[src/rtl/aes_kb_search.sv]
// Sequences one aes_kb key-check unit across a candidate range; stops on match, exhaustion, abort or watchdog.
// Latency: first kb_start one cycle after cmd_start; a terminating kb_done yields search_done one cycle later.
// Backpressure: stall freezes all state and suppresses kb_start; aes_kb is stalled alongside via kb_stall.
module aes_kb_search #(
    parameter int TIMEOUT = 256,
    parameter int IDX_W   = 32
) (
    input  logic               clk,
    input  logic               rst,
    input  logic               stall,
    input  logic               cmd_start,
    input  logic               cmd_abort,
    input  logic [447:0]       seed,
    input  logic [127:0]       enc_hash,
    input  logic [IDX_W-1:0]   count,
    output logic               kb_start,
    output logic               kb_stall,
    output logic [447:0]       kb,
    output logic [127:0]       in_buf,
    input  logic               kb_done,
    input  logic               kb_valid,
    output logic               busy,
    output logic               search_done,
    output logic               found,
    output logic               exhausted,
    output logic               aborted,
    output logic               timeout_err,
    output logic [IDX_W-1:0]   found_idx,
    output logic [IDX_W-1:0]   tried
);

    localparam int WD_W = $clog2(TIMEOUT + 1);
    localparam logic [WD_W-1:0] WD_LAST = WD_W'(TIMEOUT - 1);

    localparam logic [2:0] S_IDLE   = 3'd0;
    localparam logic [2:0] S_ISSUE  = 3'd1;
    localparam logic [2:0] S_WAIT   = 3'd2;
    localparam logic [2:0] S_GAP    = 3'd3;
    localparam logic [2:0] S_DRAIN  = 3'd4;
    localparam logic [2:0] S_FINISH = 3'd5;

    logic [2:0]       state;
    logic [31:0]      seed_lo_q;
    logic [IDX_W-1:0] count_q;
    logic [IDX_W-1:0] idx;
    logic [WD_W-1:0]  wd;
    logic             zero_q;

    // An aborted ISSUE never starts a job, so no orphan kb_done can leak into the next search.
    assign kb_start    = (state == S_ISSUE) && !stall && !cmd_abort;
    assign kb_stall    = stall;
    assign busy        = (state != S_IDLE);
    assign search_done = (state == S_FINISH) && !zero_q && !stall;

    always_ff @(posedge clk or negedge rst) begin
        if (!rst) begin
            state       <= S_IDLE;
            seed_lo_q   <= '0;
            count_q     <= '0;
            idx         <= '0;
            wd          <= '0;
            zero_q      <= 1'b0;
            kb          <= '0;
            in_buf      <= '0;
            found       <= 1'b0;
            exhausted   <= 1'b0;
            aborted     <= 1'b0;
            timeout_err <= 1'b0;
            found_idx   <= '0;
            tried       <= '0;
        end else if (!stall) begin
            case (state)
                S_IDLE: begin
                    if (cmd_start) begin
                        seed_lo_q   <= seed[31:0];
                        kb          <= seed;
                        in_buf      <= enc_hash;
                        count_q     <= count;
                        idx         <= '0;
                        tried       <= '0;
                        found       <= 1'b0;
                        aborted     <= 1'b0;
                        timeout_err <= 1'b0;
                        found_idx   <= '0;
                        if (count == '0) begin
                            exhausted <= 1'b1;
                            zero_q    <= 1'b1;
                            state     <= S_FINISH;
                        end else begin
                            exhausted <= 1'b0;
                            state     <= S_ISSUE;
                        end
                    end
                end
                S_ISSUE: begin
                    wd <= '0;
                    if (cmd_abort) begin
                        aborted <= 1'b1;
                        state   <= S_FINISH;
                    end else begin
                        state <= S_WAIT;
                    end
                end
                S_WAIT: begin
                    if (kb_done) begin
                        tried <= tried + IDX_W'(1);
                        if (kb_valid) begin
                            found     <= 1'b1;
                            found_idx <= idx;
                            state     <= S_FINISH;
                        end else if (idx == count_q - IDX_W'(1)) begin
                            exhausted <= 1'b1;
                            state     <= S_FINISH;
                        end else begin
                            idx       <= idx + IDX_W'(1);
                            kb[31:0]  <= seed_lo_q + 32'(idx + IDX_W'(1));
                            state     <= S_GAP;
                        end
                    end else if (cmd_abort) begin
                        wd    <= wd + WD_W'(1);
                        state <= S_DRAIN;
                    end else if (wd == WD_LAST) begin
                        timeout_err <= 1'b1;
                        state       <= S_FINISH;
                    end else begin
                        wd <= wd + WD_W'(1);
                    end
                end
                S_GAP: begin
                    if (cmd_abort) begin
                        aborted <= 1'b1;
                        state   <= S_FINISH;
                    end else begin
                        state <= S_ISSUE;
                    end
                end
                S_DRAIN: begin
                    // The in-flight job's result is discarded; only its completion is awaited.
                    if (kb_done || wd >= WD_LAST) begin
                        aborted <= 1'b1;
                        state   <= S_FINISH;
                    end else begin
                        wd <= wd + WD_W'(1);
                    end
                end
                S_FINISH: begin
                    // A zero-count search holds FINISH one extra cycle so search_done lands two cycles after the start.
                    if (zero_q) begin
                        zero_q <= 1'b0;
                    end else begin
                        state <= S_IDLE;
                    end
                end
                default: state <= S_IDLE;
            endcase
        end
    end

endmodule

[config.mk]
export PLATFORM = sky130hd
export DESIGN_NAME = aes_kb_search
export DESIGN_NICKNAME = d
export VERILOG_FILES = /design/src/rtl/aes_kb_search.sv
export SDC_FILE = /design/constraint.sdc
export NUM_CORES = 2
export LEC_CHECK = 0
export BUFFER_PORTS_ARGS = -buffer_cell sky130_fd_sc_hd__buf_2
export CAP_MARGIN = 20
export CORE_AREA = 2 2 489 491
export CTS_CLUSTER_SIZE = 30
export DETAILED_ROUTE_END_ITERATION = 10
export DIE_AREA = 0 0 491 493
export PLACE_DENSITY = 0.33
export SETUP_SLACK_MARGIN = 0.2
export SLEW_MARGIN = 20
export SYNTH_ARGS = -nofsm -noshare
export SYNTH_HDL_FRONTEND = slang
export SYNTH_SLANG_ARGS = --single-unit
[constraint.sdc]
create_clock -name clk -period 4.1 [get_ports clk]
set_input_delay 0.615 -clock clk [delete_from_list [all_inputs] [get_ports clk]]
set_output_delay 0.615 -clock clk [all_outputs]
set_load 0.01 [all_outputs]
# Word level (Yosys, flattened, before mapping)
# Cells that the tools add are included.
word_totals:
  ff_bits: 753
  inputBits: 615
  output_inout_bits: 648
  wordCells: 123
op_classes:
  n_addsub: 5
  magnitude_cmp: 1
  eq_ne: 23
  muxes: 52
  bitwise_logic: 1
  reduce_logical: 26
op_table:
  columns: ["cell", "n"]
  rows:
  - ["$mux 32", 11]
  - ["$pmux 32 s2", 4]
  - ["$add 32x1->32 const B", 2]
  - ["$mux 9", 4]
  - ["$mux 3", 11]
  - ["$add 32x32->32", 1]
  - ["$eq 32x32->1", 1]
  - ["$logic_not 32->1", 1]
  - ["$sub 32x1->32 const B", 1]
  - ["$pmux 9 s3", 1]
  - ["$ne 2x2->1 const B", 13]
  - ["$reduce_and 5->1", 4]
  - ["$pmux 3 s6", 1]
  - ["$reduce_and 6->1", 3]
  - ["$mux 1", 15]
  - ["$add 9x1->9 const B", 1]
  - ["$eq 9x8->1 const B", 1]
  - ["$ge 9x8->1 const B", 1]
  - ["$reduce_bool 3->1", 3]
  - ["$pmux 1 s2", 4]
  - ["$reduce_and 4->1", 2]
  - ["$eq 3x2->1 const B", 2]
  - ["$eq 3x3->1 const B", 2]
  - ["$logic_and 1x1->1", 4]
  - ["12 further kinds", 15]

# Logic depth before layout (Yosys ltp)
depth:
  word_depth: 6
  mapped_depth: 19

# Least setup slack after synthesis
# No wires, ideal clock.
synth_path:
  kind: "register -> register"
  startpoint: "register idx[7]"
  endpoint: "register kb[31]"
  setup_time_ps: 82
  t_arrival_ps: 3934
  t_required_ps: 4018
  setup_slack_ps: 85
  path_stages_with_launch: 17
  period_less_slack_ps: 4015
  cell_sequence: "dfrtp_1 clkbuf_1 inv_1 nor3_1 nand4_1 nand2b_1 nor4_1 nand2_1 nor3_1 xor2_1 ha_1 a21oi_1 nand2_1 a211o_1 and3_1 or4_1 a31oi_1"
synth_between:
  elab_chain_cells: 6
  elab_cells_between_ends: 9
synth_lines:
  columns: ["item", "line_no", "rtl"]
  rows:
  - ["start: declaration", "45", "logic [IDX_W-1:0] idx;"]
  - ["start signal: assignment", "115", "idx <= idx + IDX_W'(1);"]
  - ["$add 32x1->32", "116", "kb[31:0] <= seed_lo_q + 32'(idx + IDX_W'(1));"]
  - ["$add 32x32->32", "116", null]
  - ["$mux 32", "111", "end else if (idx == count_q - IDX_W'(1)) begin"]
  - ["$mux 32", "107", "if (kb_valid) begin"]
  - ["$mux 32", "105", "if (kb_done) begin"]
  - ["$pmux 32 s2", "72", "case (state)"]
  - ["end signal: assignment", "116", null]
  - ["end: declaration", "18", "output logic [447:0] kb,"]
# Parallel ways exist; a longest one is shown, timed or not. The select of a mux whose other input is x is not followed.
# A chain may end at the register's enable or synchronous reset.

# Worst setup path after layout
layout_path:
  startpoint: "register idx[8]"
  endpoint: "register kb[31]"
# Same word-level chain as after synthesis.

==> flow_summary.toml <==
[run_status]
status = "finished clean"

[clocking]
clk_pin_slew_ps = 60
root_buffer = "clkbuf_16"
cts.sinks = 753
cts_tree = "built"
cts_max_path_buffers = 3
cts-htree-levels = 3
cts_made_buffers = 102
clk_latency_ps = 760

[global_route]
gr-usage-all-layers_pct = 15.59
grt_pass1_vias = 34237
grt_start_max_net_pins = 110
overflow = 0
grt_pass1_wl_mm = 270.2
antenna_found_initial = 136

[worst_setup_path]
cp.required_ps = 4770
worst_path_max_delay_cell = "or4_1"
reg2reg_to = "kb[31]"
end_kind = "flip-flop"
critPathTopFamily = "simple AND/OR/NAND/NOR gates"
cpMostUsedCell = "buf_4"
crit_chain = "inv_2 -> nor3_2 -> buf_4 -> nand4_1 -> buf_4 -> or3_4 -> buf_4 -> nor2_4 -> xnor2_2 -> ha_4 -> nor3_1 -> a211o_1 -> o22ai_2 -> a211o_1 -> and3_4 -> or4_1 -> a31oi_1"
r2r_slack_ps = 340
cp_max_fo = 4
timing.rr.start = "idx[8]"
reg2reg_depth = 17
cp.depth = 17
start_kind = "flip-flop"
critical_path_buf_inv_count = 4
worst-endpoint-arrival_ps = 4430
cpPeakStageDelay_ps = 460
crit_type = "reg2reg"
critPathLaunch = "idx[8]"
endpoint = "kb[31]"

[routing]
drc = 0
wl_met3_mm = 14.92
final_antenna_net_count = 0
routedLengthMet1_mm = 78.77
detail_route.iter0.violations = 1708
drt_first_pass_iters = 5
vias = 32699
wl_met2_mm = 93.00
wl_mm = 194.1
via_per_inst = 3.748
wire_per_inst_um = 22.25
routed.top_layer = "met5"

[floorplanning]
ios = 1263
die_x_um = 491
die_h_um = 493
die_area_mm2 = 0.2421
num_rows = 179
coreArea_mm2 = 0.2370
start_util_pct = 13.70

[sta]
timing.fmax_mhz = 265.9
slew_headroom_pct = 35.28
drv_slew = 0
report.final.setup_viol = 0
min_period_over_period_pct = 91.73
tns_ps = 0
timing.hold.ws_ps = 86.22
rsz0062_at_grt = "true"
finalHoldViolCount = 0
clock_skew_ps = 31.71
period_minus_slack_ps = 3761
worst_pin_slew_ps = 966.6

[placement]
gp_congestion = 0.8714
portBuffers = 1262
dp_cells = 8132
place_hpwl_mm = 155.2

[synthesis]
synth-seq-cells = 753
syn_nets = 4402
synth-edff-count = 0
synthArstFlopShare_pct = 100.0
synth_ff_type = "dfrtp_1"
avgSynthCellArea_um2 = 8.658
ys_types = 71
netlist_area_mm2 = 0.03247
yosysWarnings = 0
synthCells = 3750
seq_area_frac_synth_pct = 58.03

[finish]
fin_nets = 6091
instances_no_fill = 8725
area_growth_pct = 57.34
drive_gt1_share_pct = 29.92

[power]
p_leak_nw = 26.52
cellPowerDensity_mw_per_mm2 = 697.7
peakVddDrop_v = 0.0003353

[worst_hold_path]
hold_class = "in2reg"

[flow_run]
cap_violations = 0
registers in the layout, indices dropped and copies added, names as in the netlist:
name,cells
timeout_err,1
found,1
in_buf,128
seed_lo_q,32
zero_q,1
exhausted,1
aborted,1
wd,9
count_q,32
idx,32
found_idx,32
state,3
kb,448
tried,32
worst min path at each step:
stage,startpoint,endpoint,slack [ps],cells after the start
2_1_floorplan,rst,aborted,320,0
3_3_place_gp,kb[256],kb[256],450,2
3_5_place_dp,in_buf[24],in_buf[24],460,2
4_1_cts,seed[160],kb[160],0.2,3
5_1_grt,enc_hash[50],in_buf[50],40,3
6_report,seed[134],kb[134],90,3
layout make-up:
type / count / area (um^2)
fillers: 26717 / 185900
flip-flops and latches: 753 / 18840
multi-input cells: 2763 / 13070
repair buffers: 1788 / 11500
well taps: 3167 / 3963
clock buffers: 149 / 2973
clock inverters: 37 / 524.3
inverters: 31 / 116.4
diodes: 37 / 92.59
placed cells by master (no fill, tap or decap), types with 7 or more instances in the layout:
cell,count
nand2_1,1956
buf_2,1261
dfrtp_1,753
dlygate4sd3_1,365
buf_4,134
nor2_1,119
clkbuf_16,105
xnor2_1,67
a21oi_1,62
o21ai_0,53
xor2_1,52
nand3_1,50
diode_2,37
ha_1,32
inv_1,28
a21o_1,27
clkbuf_1,26
o31ai_1,24
buf_12,24
nand4_1,23
nor3_1,22
a31oi_1,20
clkbuf_8,19
o21ai_1,18
nor4_1,15
clkinv_2,15
and3_1,14
or3_1,13
mux2i_1,12
nand2b_1,10
bufinv_16,10
xnor2_2,9
nor2b_1,9
o211ai_1,9
nor3b_1,8
or4_1,8
and2_1,7
a211oi_1,7
routing by layer:
metal / track usage [%] / vias to the layer above
li1: - / 15377
met1: 18.27 / 15816
met2: 26.40 / 1105
met3: 5.253 / 345
met4: 5.525 / 56
met5: 0 / -
repair_timing:
action                                 in CTS  in global routing
endpoints found under the hold margin     413                  0
resized for setup                           7                 59
hold buffers                              365                  0
buffers inserted                            1                  4
setup endpoints to repair                   4                 39
pin swaps                                   3                 21
stage by stage:
| stage | utilization, % | instance area [um^2] | power, W | worst slack, ps |
|---|---|---|---|---|
| 3_3_place_gp | 18.35 | 43480 | 0.02617 | 49.98 |
| 5_1_grt | 21.54 | 51040 | 0.03823 | 105.4 |
| 6_report | 21.56 | 51090 | 0.03564 | 339.0 |
| 4_1_cts | 21.39 | 50670 | 0.03645 | 205.4 |
| 3_5_place_dp | 18.35 | 43480 | 0.02618 | 72.30 |
| 2_1_floorplan | - | 32470 | 0.01851 | 248.1 |
power by group:
| part | switching, W | internal, W |
|---|---|---|
| logic | 0.00857 | 0.00505 |
| clock network | 0.00388 | 0.00565 |
| registers | 0.00199 | 0.0105 |
worst reg2reg max path: stages, from the launching register on:
cell and delay (ps):
dfrtp_1 350, inv_2 50, nor3_2 180, buf_4 140, nand4_1 190, buf_4 220
or3_4 350, buf_4 160, nor2_4 130, xnor2_2 160, ha_4 250, nor3_1 180
a211o_1 170, o22ai_2 90, a211o_1 260, and3_4 180, or4_1 460, a31oi_1 160
cell families (layout without fill, tap and decap cells):
group	count (synthesis)	count (layout)	share of synthesized area, %
AO/OA/AOI/OAI	276	276	5.349
buffers and inverters	234	2005	2.794
adder cells (fa/ha/maj)	38	38	1.480
XOR/XNOR	130	130	3.507
flip-flops	753	753	58.03
multiplexers	16	16	0.5087
other	0	37	0
AND/OR/NAND/NOR	2303	2303	28.33
cell usage after synthesis (9+ instances only):
cell / count / share of area [%]
or3_1: 14 / 0.27
o31ai_1: 26 / 0.60
ha_1: 36 / 1.4
nor2_1: 124 / 1.4
nor3_1: 26 / 0.40
o211ai_1: 9 / 0.21
inv_1: 29 / 0.34
dfrtp_1: 753 / 58
mux2i_1: 12 / 0.37
clkbuf_1: 187 / 2.2
xor2_1: 54 / 1.5
nand2b_1: 11 / 0.21
buf_2: 11 / 0.17
nand3_1: 53 / 0.82
o21ai_1: 14 / 0.22
a31oi_1: 20 / 0.39
nor3b_1: 9 / 0.21
nor4_1: 16 / 0.31
and3_1: 16 / 0.31
nand2_1: 1960 / 23
o21ai_0: 58 / 0.89
a21o_1: 27 / 0.62
xnor2_1: 76 / 2.1
nor2b_1: 10 / 0.19
a21oi_1: 68 / 1.0
nand4_1: 23 / 0.44
Power figures use the tool's default switching activity.
